### src/rtl/peripheral_str_fifo.sv
// J1 I/O-mapped string buffer: 2**AW x DW array used as auto-incrementing RAM (MODE=0)
// or circular FIFO (MODE=1), with a hardware clear sweep. STRFIFO_IRQ_EN adds THRESH and irq.
module peripheral_str_fifo #(
  parameter int            DW   = 8,
  parameter int            AW   = 7,
  parameter logic [DW-1:0] FILL = '0
) (
  input  logic          clk,
  input  logic          rst,
  input  logic          cs,
  input  logic          rd,
  input  logic          wr,
  input  logic [3:0]    addr,
  input  logic [DW-1:0] dat_in,
  output logic [DW-1:0] dat_out,
  output logic          busy
`ifdef STRFIFO_IRQ_EN
  ,
  output logic          irq
`endif
);
  localparam int          DEPTH    = 1 << AW;
  localparam logic [AW:0] FULL_CNT = (AW+1)'(DEPTH);

  localparam logic [3:0] A_DATA_W = 4'h0;
  localparam logic [3:0] A_DATA_R = 4'h2;
  localparam logic [3:0] A_WPTR   = 4'h4;
  localparam logic [3:0] A_RPTR   = 4'h6;
  localparam logic [3:0] A_CTRL   = 4'h8;
  localparam logic [3:0] A_STAT   = 4'hA;
  localparam logic [3:0] A_COUNT  = 4'hC;
  localparam logic [3:0] A_THRESH = 4'hE;

  typedef enum logic {IDLE, CLEAR} state_t;
  state_t state, state_nxt;

  logic [DW-1:0] mem [DEPTH];
  logic [AW-1:0] wp, rp, clr_addr;
  logic [AW:0]   count;
  logic          mode, ovf, udf, err;
  logic          wr_acc, rd_acc, clearing, sweep_last;
  logic          full, empty, clr_start, data_we;
  logic [DW-1:0] status;
`ifdef STRFIFO_IRQ_EN
  logic [AW:0]   thresh;
`endif

  // wr wins over rd when both strobes arrive together
  assign wr_acc     = cs & wr;
  assign rd_acc     = cs & rd & ~wr;
  assign clearing   = (state == CLEAR);
  assign busy       = clearing;
  assign sweep_last = clearing & (&clr_addr);
  assign full       = mode & (count == FULL_CNT);
  assign empty      = mode & (count == '0);
  assign clr_start  = wr_acc & (addr == A_CTRL) & ~clearing & dat_in[0];
  assign data_we    = wr_acc & (addr == A_DATA_W) & ~clearing & ~full;
  assign status     = DW'({err, udf, ovf, mode, full, empty, busy});

  always_ff @(posedge clk) begin
    if (rst) state <= IDLE;
    else     state <= state_nxt;
  end

  always_comb begin
    state_nxt = state;
    case (state)
      IDLE:    if (clr_start)  state_nxt = CLEAR;
      CLEAR:   if (sweep_last) state_nxt = IDLE;
      default: state_nxt = IDLE;
    endcase
  end

  always_ff @(posedge clk) begin
    if (rst)            clr_addr <= '0;
    else if (clr_start) clr_addr <= '0;
    else if (clearing)  clr_addr <= clr_addr + 1'b1;
  end

  // Array has no reset; sweep and data writes are mutually exclusive via clearing
  always_ff @(posedge clk) begin
    if (!rst) begin
      if (clearing)     mem[clr_addr] <= FILL;
      else if (data_we) mem[wp]       <= dat_in;
    end
  end

  always_ff @(posedge clk) begin
    if (rst) begin
      wp      <= '0;
      rp      <= '0;
      count   <= '0;
      mode    <= 1'b0;
      ovf     <= 1'b0;
      udf     <= 1'b0;
      err     <= 1'b0;
      dat_out <= '0;
`ifdef STRFIFO_IRQ_EN
      thresh  <= '0;
`endif
    end else begin
      if (sweep_last) begin
        wp    <= '0;
        rp    <= '0;
        count <= '0;
      end
      if (wr_acc) begin
        case (addr)
          A_DATA_W: begin
            if (clearing)  err <= 1'b1;
            else if (full) ovf <= 1'b1;
            else begin
              wp <= wp + 1'b1;
              if (mode) count <= count + 1'b1;
            end
          end
          A_WPTR: begin
            if (clearing || mode) err <= 1'b1;
            else                  wp  <= dat_in[AW-1:0];
          end
          A_RPTR: begin
            if (clearing || mode) err <= 1'b1;
            else                  rp  <= dat_in[AW-1:0];
          end
          A_CTRL: begin
            if (clearing) err <= 1'b1;
            else if (dat_in[1] != mode) begin
              mode  <= dat_in[1];
              wp    <= '0;
              rp    <= '0;
              count <= '0;
            end
          end
          A_STAT: begin
            if (dat_in[4]) ovf <= 1'b0;
            if (dat_in[5]) udf <= 1'b0;
            if (dat_in[6]) err <= 1'b0;
          end
`ifdef STRFIFO_IRQ_EN
          A_THRESH: thresh <= dat_in[AW:0];
`endif
          default: ;
        endcase
      end else if (rd_acc) begin
        case (addr)
          A_DATA_R: begin
            if (clearing) err <= 1'b1;
            else if (empty) begin
              // underflow returns FILL and leaves rp where it is
              dat_out <= FILL;
              udf     <= 1'b1;
            end else begin
              dat_out <= mem[rp];
              rp      <= rp + 1'b1;
              if (mode) count <= count - 1'b1;
            end
          end
          A_CTRL: begin
            if (clearing) err     <= 1'b1;
            else          dat_out <= DW'({mode, 1'b0});
          end
          A_STAT:  dat_out <= status;
          A_COUNT: dat_out <= DW'(count);
`ifdef STRFIFO_IRQ_EN
          A_THRESH: dat_out <= DW'(thresh);
`endif
          default: dat_out <= '0;
        endcase
      end
    end
  end

`ifdef STRFIFO_IRQ_EN
  always_ff @(posedge clk) begin
    if (rst) irq <= 1'b0;
    else     irq <= (mode & (thresh != '0) & (count >= thresh)) | ovf | udf | err;
  end
`endif

endmodule
### config.mk
export PLATFORM = sky130hd
export DESIGN_NAME = peripheral_str_fifo
export DESIGN_NICKNAME = d
export VERILOG_FILES = /design/src/rtl/peripheral_str_fifo.sv
export SDC_FILE = /design/constraint.sdc
export NUM_CORES = 1
export LEC_CHECK = 0
export BUFFER_PORTS_ARGS = -buffer_cell sky130_fd_sc_hd__buf_2
export CORE_MARGIN = 2
export CORE_UTILIZATION = 55
export DETAILED_ROUTE_END_ITERATION = 7
export PLACE_DENSITY = 0.76
export SYNTH_ARGS = -nofsm -noshare
export SYNTH_HDL_FRONTEND = slang
export SYNTH_SLANG_ARGS = --single-unit
### constraint.sdc
create_clock -name clk -period 6.45 [get_ports clk]
set_input_delay 1.6125 -clock clk [delete_from_list [all_inputs] [get_ports clk]]
set_output_delay 1.6125 -clock clk [all_outputs]
set_load 0.01 [all_outputs]
[After elaboration in Yosys (flattened, before gate mapping)]
Memory sizes are Yosys's and may differ from the RTL's. A register that Yosys moved wholly into a read port is not among the register bits.
Cells that the tools add are included.
Cells by class
  bitwise operators: 16
  muxes and demuxes: 67
  reductions and logical operators: 19
  add/subtract/negate cells: 5
  equal/unequal tests: 19
Operator list (count)
  two-way mux 8 bit: 16
  two-way mux 7 bit: 18
  one-hot mux 8 bit (4 select lines): 1
  two-way mux 1 bit: 26
  adder 7 x 1 -> 7 bit, second input constant: 3
  one-hot mux 7 bit (3 select lines): 1
  one-hot mux 8 bit (2 select lines): 1
  one-hot mux 7 bit (2 select lines): 1
  bitwise AND 1 bit: 12
  == test 4 bit, second input constant: 3
  inequality test 2 bit, second input constant: 6
  AND reduction 5 bit: 2
  nonzero test 2 bit: 5
  adder 8 x 1 -> 8 bit, second input constant: 1
  == test 4 x 3 -> 1 bit, second input constant: 2
  == test 8 bit, second input constant: 1
  zero test 8 bit: 1
  AND reduction 4 bit: 2
  OR reduction 2 bit: 4
  OR reduction 8 bit: 1
  subtractor 8 x 1 -> 8 bit, second input constant: 1
  AND reduction 7 bit: 1
  AND reduction 6 bit: 1
  == test 4 x 2 -> 1 bit, second input constant: 1
  other kinds (10): 15
Storage, ports and cells
  RAM bits: 1024
  output and inout port bits: 9
  register bits after elaboration: 42
  memories kept: 1
  input bits: 17
Memory list
  mem: words 128, width 8, read ports 1, clocked after memory_dff 1, write ports 1, RTL line 37  | logic [DW-1:0] mem [DEPTH];

[Depth between registers and ports, before layout]
Gate-level depths: netlist of run 1.
  depth after elaboration: 10
  mapped depth: 12

[Worst setup path after synthesis of run 1]
No wires, ideal clock.
  path kind: input port to flip-flop
  start: in addr[3]
  end: mem mem[0][1] (data pin)
  data arrival time: 5940 ps
  path buffers: 4
  stages: 8
  required time: 5653 ps
  slack: -287 ps
  cells stage by stage: buf_2 > nor4_4 > nand2_1 > or3_1 > buf_4 > buf_6 > buf_4 > nor2_1
Between the ends
  longest elaborated chain between the ends: 10
RTL lines
  start: declaration: RTL line 13  | input logic [3:0] addr,
  zero test 4 bit: RTL line 57  | assign data_we = wr_acc & (addr == A_DATA_W) & ~clearing & ~full;
  bitwise AND 1 bit (3 in a row): RTL line 57
  two-way mux 1 bit: RTL line 84  | else if (data_we) mem[wp] <= dat_in;
  two-way mux 1 bit: RTL line 83  | if (clearing) mem[clr_addr] <= FILL;
  two-way mux 1 bit: RTL line 82  | if (!rst) begin
  two-way mux 1 bit (not written as such): RTL line 84
  OR reduction 8 bit (no source line)
  two-way mux 8 bit (no source line)
  end: declaration: RTL line 37
No other way between the ends.

[Final worst setup path of run 1]
  start: in addr[3]
  end: mem mem[118][7] (enable)
Between the ends
  longest elaborated chain between the ends: 10
  elaborated cells on any way between the ends: 11
  those cells by class: 6 x mux; 3 x bitwise; 2 x reduce/logical
RTL lines (RTL line)
  zero test 4 bit (*): 57
  bitwise AND 1 bit (*) (3 in a row): 57
  two-way mux 1 bit (*): 84
  two-way mux 1 bit (*): 83
  two-way mux 1 bit (*): 82
  two-way mux 1 bit (not written as such) (*): 84
  OR reduction 8 bit (no source line)
  two-way mux 7 bit (no source line) or two-way mux 1 bit (tied branches)
Every way passes the cells marked *; elsewhere a longest branch is shown, timed or not.

==> impl_metrics.tcl, run 1 <==
set metrics [dict create \
    status "complete, no violations" \
    worst_r2r_path_depth 9 \
    p_seq_share_pct 54.2 \
    antenna_found_initial 2 \
    dpl.cell_count 3347 \
    setup_violations 0 \
    drt_first_pass_iters 7 \
    cts_tree "built" \
    grt_max_degree 97 \
    comb_power_share_pct 2.3 \
    htreeDepth 3 \
    via_per_inst 6.80 \
    p_leak_nw 15.7 \
    clk_latency_ps 670 \
    maxCapViolCount 0 \
    cts_made_buffers 102 \
    fin_cells 3535 \
    rsz0062_at_grt "no" \
    drv_slew 0 \
    synth_nets 2359 \
    ant_nets 0 \
    grt_pass1_wl_um 162000 \
    min_path_type "reg2reg" \
    clock_sinks 1066 \
    fin_worst_skew_ps 27.9 \
    synth_edf_count 1024 \
    internal-power_w 0.0110 \
    fmax_ghz 0.212 \
    grt_usage_pct 27.3 \
    async_flop_share_pct 0 \
    powerDensity_nw_per_um2 287 \
    synth-compound-area-share_pct 5.36 \
    gp_congestion 0.936 \
    clock_path_buffers 3 \
    reg2reg_to "mem[39][5]$_DFFE_PP_" \
    synth_top_area_cell "edfxtp_1" \
    finalCriticalPeriod_ps 4730 \
    synth_area_per_cell_um2 18.5 \
    cp_max_fo 17 \
    drc_errors 0 \
    drt_iter0_drc 3402 \
    start_kind "input pin" \
    switching_share_pct 20.4 \
    critPathLaunch "addr[3]" \
    clkTransAtPathRegs_ps 60 \
    routed_wl_um 110000 \
    yosys_warnings 0 \
    critical_path_class "in2reg" \
    reg2reg_from "count[0]$_SDFF_PP0_" \
    ir_worst_vdd_v 0.000214 \
    crit_arrival_ps 5010 \
    worst_pin_slew_ps 1390 \
    yosys.area_share.xor_xnor_pct 0.303 \
    synth_seq_cells 1066 \
    post-synth-top-area-fraction_pct 71.0 \
    die_w_um 285 \
    synth_adder_area_share_pct 0.144 \
    synthSimpleGateAreaFrac_pct 4.76 \
    crit_end "mem[118][7]$_DFFE_PP_" \
    fin_nets 2433 \
    syn_to_final_growth_pct 11.4 \
    portBuffers 25 \
    fin_crit_sh_pct 73.3 \
    synthCells 2337 \
    wl_per_cell_um 31.1 \
    p_switching_w 0.00282 \
    pwr-share-clk_pct 43.5 \
    synth_cell_type_count 80 \
    yosysMostFrequentCell "edfxtp_1" \
    reg2reg_slack_ps 1930 \
    finalHoldViolCount 0 \
    required_ps 6730 \
    vias 24000 \
    clockRootBuffer "clkbuf_16" \
    end_kind "flop" \
    dieArea_um2 81000 \
    synth-main-ff-cell "edfxtp_1" \
    dieHeight_um 285 \
    overflow 0 \
    start_util_pct 55.7 \
    synthMuxAreaShare_pct 14.6 \
    slew_headroom_pct 5.27 \
    fin_tns_setup_ps 0 \
    rows 102 \
    ctsResizeCount 0 \
    first_global_vias 24200 \
    yosysSeqAreaShare_pct 72.9 \
    synth_top_family_by_area "multiplexers" \
    cts_hold_buf 0 \
    coreArea_um2 77700 \
    ys_top_cells_by_count "edfxtp_1 (1024), mux4_2 (225), nor2_1 (131)" \
    synth_area_leaders "edfxtp_1 (71%), mux4_2 (12%), mux2i_1 (2.2%), dfxtp_1 (1.9%), nor2_1 (1.1%)" \
    ios 26 \
    drive_above_1_share_pct 22.7 \
    cts_setup_buffers 0 \
    synth_area_um2 43300 \
    place_hpwl_um 67400 \
]
## sequential cells by signal, indices dropped and copies added, names as in the netlist
register	count
busy	1
clr_addr	7
count	8
dat_out	8
err	1
mem	1024
mode	1
ovf	1
rp	7
udf	1
wp	7
## layout make-up
cell class	count	area, um^2
sequential	1066	31600
fill	5129	29500
multi-input combinational	1098	10900
clock buffer	123	2650
tap	1040	1300
timing repair buffer	123	961
clock inverter	64	686
inverter	20	75.1
antenna	1	2.50
## worst min-delay path by stage
stage / from / endpoint / slack (ps) / cells past startpoint
after global routing: dat_out[4]$_SDFFE_PP0P_ / dat_out[4]$_SDFFE_PP0P_ / 540 / 2
after global placement: dat_out[6]$_SDFFE_PP0P_ / dat_out[6]$_SDFFE_PP0P_ / 480 / 2
after floorplan: ovf$_SDFFE_PP0P_ / ovf$_SDFFE_PP0P_ / 470 / 2
after detailed placement: dat_out[4]$_SDFFE_PP0P_ / dat_out[4]$_SDFFE_PP0P_ / 480 / 2
after CTS: dat_out[4]$_SDFFE_PP0P_ / dat_out[4]$_SDFFE_PP0P_ / 500 / 2
final: dat_out[4]$_SDFFE_PP0P_ / dat_out[4]$_SDFFE_PP0P_ / 500 / 2
## metal layers
layer	global-route usage, %	vias to the layer above	wire length, um
li1	-	9778	-
met1	36.7	12200	39500
met2	42.5	1755	52000
met3	7.86	303	13700
met4	10.7	4	4590
met5	0	-	22
## logic make-up after synthesis
family	after synthesis
buf+inv	173
simple gates	408
mux	345
compound gates	325
flops	1066
fa+ha+maj	5
xor+xnor	15
## critical path, cell delays in order
cell and delay (ps):
buf_2 200, nor4_4 440, nand2_1 150, or3_1 570
buf_4 320, mux2i_1 320, or2_0 510, nor3_1 870
## metrics by stage
stage               utilization (%)  hold WS [ps]  power [W]  worst slack [ps]  cell area, um^2
finish                         62.0           505     0.0138              1720            48200
detailed placement             57.7           480    0.00795              1120            44900
global route                   62.0           539     0.0141              1490            48200
global placement               57.7           476    0.00794              1240            44900
CTS                            62.0           496     0.0138              1790            48200
floorplan                         -           466    0.00782              1100            43300
## power groups by stage
stage                     Combinational (W)  Sequential [W]  Clock, W
after floorplan                    0.000191         0.00763         0
after global routing               0.000328         0.00749   0.00629
final                              0.000319         0.00750   0.00601
after detailed placement           0.000301         0.00764         0
after CTS                          0.000304         0.00750   0.00604
after global placement             0.000298         0.00764         0
## placed cells by master (no fill, tap or decap), types with 8 or more instances in the layout
cell and instances:
o22ai_1 19, nor4_1 9, clkbuf_16 103, xnor2_1 9, o21ai_0 49, nand2_1 57
buf_4 90, inv_1 20, buf_2 25, mux2i_1 96, a221oi_1 23, a21boi_0 8
mux2_2 21, nor2b_1 15, o221ai_1 18, clkinv_2 17, nand3_1 25, nor2_1 129
clkinv_1 20, nor3_1 74, a211oi_1 13, clkbuf_1 20, buf_12 8, edfxtp_1 1024
mux4_2 225, and3_1 13, bufinv_16 12, a21oi_1 53, nand2b_1 8, dfxtp_1 38
a31oi_1 14, a22o_1 9, a22oi_1 54
Note: power is estimated with default switching activity, not from simulation.
==> run 2, diff against run 1 <==
--- a/config.mk
+++ b/config.mk
@@ -9,7 +9,7 @@
 export CORE_MARGIN = 2
 export CORE_UTILIZATION = 55
 export DETAILED_ROUTE_END_ITERATION = 7
-export PLACE_DENSITY = 0.76
+export PLACE_DENSITY = 0.74
 export SYNTH_ARGS = -nofsm -noshare
 export SYNTH_HDL_FRONTEND = slang
 export SYNTH_SLANG_ARGS = --single-unit
==> constraint.sdc (replaced) <==
create_clock -name clk -period 4.6 [get_ports clk]
set_input_delay 1.15 -clock clk [delete_from_list [all_inputs] [get_ports clk]]
set_output_delay 1.15 -clock clk [all_outputs]
set_load 0.01 [all_outputs]
==> run 2 against run 1 <==
The flow now finishes with violations (DRC, capacitance limit). Die area stayed put. Hold slack improved by 17 ps. Sequential share of layout area down 1.4 points. Non-clock buffer count increased by 101. Critical endpoint is now mem[102][1]$_DFFE_PP_. Clock skew increased by 31 ps. Clock-buffer cell count fell by 1. First-iteration DRC count rose by 0.68%. Core utilization is 1.3 points higher. Critical path type is now reg2reg. Global-route usage up 0.094 points.
==> impl_metrics.tcl, run 2 (synthesis results as in run 1) <==
set metrics [dict create \
    status "complete, but fails checks" \
    violations "DRC, capacitance limit" \
    path_delay_family "simple AND/OR/NAND/NOR gates" \
    fmax_ghz 0.235 \
    dieHeight_um 285 \
    final_cell_mix "edfxtp_1 (1024), mux4_2 (225), buf_4 (180)" \
    cts_made_buffers 102 \
    gp_congestion 0.944 \
    min_path_type "reg2reg" \
    ios 26 \
    regMostFlops "mem" \
    mostFrequentLayoutCell "edfxtp_1" \
    fin_crit_sh_pct 92.4 \
    clock_path_buffers 3 \
    finalHoldViolCount 0 \
    clockRootBuffer "clkbuf_16" \
    powerDensity_nw_per_um2 397 \
    fin_worst_skew_ps 59.0 \
    antenna_found_initial 3 \
    drive_above_1_share_pct 26.1 \
    timing.critical_path.buf_inv 6 \
    rsz0062_at_grt "no" \
    worst_pin_slew_ps 1480 \
    cpMaxStageDelayCell "or2_0" \
    slew_headroom_pct 0.716 \
    critical_path_class "reg2reg" \
    place_hpwl_um 70700 \
    clock_sinks 1066 \
    end_kind "flop" \
    p_leak_nw 16.3 \
    ctsResizeCount 0 \
    dieArea_um2 81000 \
    cp_max_fo 24 \
    grt_usage_pct 27.4 \
    routed_wl_um 111000 \
    crit_path_cell_trace "inv_1 -> ha_1 -> or4b_4 -> nor4_4 -> buf_4 -> or3_1 -> buf_12 -> mux2i_2 -> buf_12 -> or2_0 -> buf_4 -> nor3_2 -> buf_4" \
    die_w_um 285 \
    drt_iter0_drc 3425 \
    ir_worst_vdd_v 0.000362 \
    setup_violations 0 \
    cp_common_cell "buf_4" \
    drc_errors 1 \
    htreeDepth 3 \
    top_regs "mem (1024), count (8), dat_out (8)" \
    fin_nets 2534 \
    start_kind "flop" \
    largest_reg_flops 1024 \
    syn_to_final_growth_pct 13.7 \
    grt_pass1_wl_um 162000 \
    finalCriticalPeriod_ps 4250 \
    portBuffers 25 \
    required_ps 5040 \
    clkTransAtPathRegs_ps 60 \
    grt_max_degree 105 \
    drt_first_pass_iters 8 \
    overflow 0 \
    coreArea_um2 77700 \
    fin_tns_setup_ps 0 \
    vias 24300 \
    cts_hold_buf 0 \
    cts_tree "built" \
    ant_nets 0 \
    post-route-util_pct 63.4 \
    drv_slew 0 \
    wl_per_cell_um 30.5 \
    max_stage_delay_ps 810 \
    clk_latency_ps 700 \
    maxCapViolCount 1 \
    start_util_pct 55.7 \
    first_global_vias 23800 \
    cts_setup_buffers 0 \
    via_per_inst 6.67 \
    rows 102 \
    crit_arrival_ps 4690 \
]
## run 2: cell count changes in the layout (fill, tap and decap cells not counted), moves of 2 or more
cell / delta
clkinv_16: +4
buf_4: +90
clkinv_1: -3
clkbuf_1: -5
buf_12: +11
clkinvlp_4: +4
clkbuf_8: +5
inv_6: -2
clkinv_2: +2
## run 2: worst paths after layout
kind | from | endpoint | slack, ps | cells after the start
setup reg to reg | count[0]$_SDFF_PP0_ | mem[102][1]$_DFFE_PP_ | 350 | 13
hold / removal | udf$_SDFFE_PP0P_ | udf$_SDFFE_PP0P_ | 520 | 2
setup / recovery | count[0]$_SDFF_PP0_ | mem[102][1]$_DFFE_PP_ | 350 | 13
hold reg to reg | udf$_SDFFE_PP0P_ | udf$_SDFFE_PP0P_ | 520 | 2
## run 2: worst register-to-register path, stage by stage, from the launching register on
cell and delay, ps:
dfxtp_1 380, inv_1 130, ha_1 220, or4b_4 520, nor4_4 150, buf_4 230
or3_1 190, buf_12 200, mux2i_2 340, buf_12 210, or2_0 810, buf_4 340
nor3_2 60, buf_4 210
## run 2: through the flow
step           total power, W  setup WS (ps)  area [um^2]  std cells  hold slack, ps
2_1_floorplan          0.0110            632        43300       2337             466
3_3_place_gp           0.0112            253        45800       3448             474
3_5_place_dp           0.0112            200        45800       3448             495
4_1_cts                0.0196            516        49200       3638             511
5_1_grt                0.0200            304        49200       3638             522
6_report               0.0196            349        49300       3639             521
## run 2: area by class of cell
class	count	area (um^2)
tap	1040	1300
sequential	1066	31600
clock buffer	122	2680
antenna	1	2.50
inverter	20	75.1
fill	5062	28500
timing repair buffer	224	1860
clock inverter	68	798
multi-input combinational	1098	10900
## run 2: where the power goes
part           total [W]  switching (W)  internal, W
Clock            0.00860        0.00371      0.00488
Combinational   0.000458       0.000303     0.000155
Sequential        0.0105      0.0000318       0.0105
Total             0.0196        0.00405       0.0155
## run 2: metal layers
layer	vias up	routed length, um	global-route usage [%]
met5	-	12	0
met4	2	3820	9.50
met3	230	11900	5.41
met2	1581	53600	43.7
met1	12500	41500	38.0
li1	9987	-	-
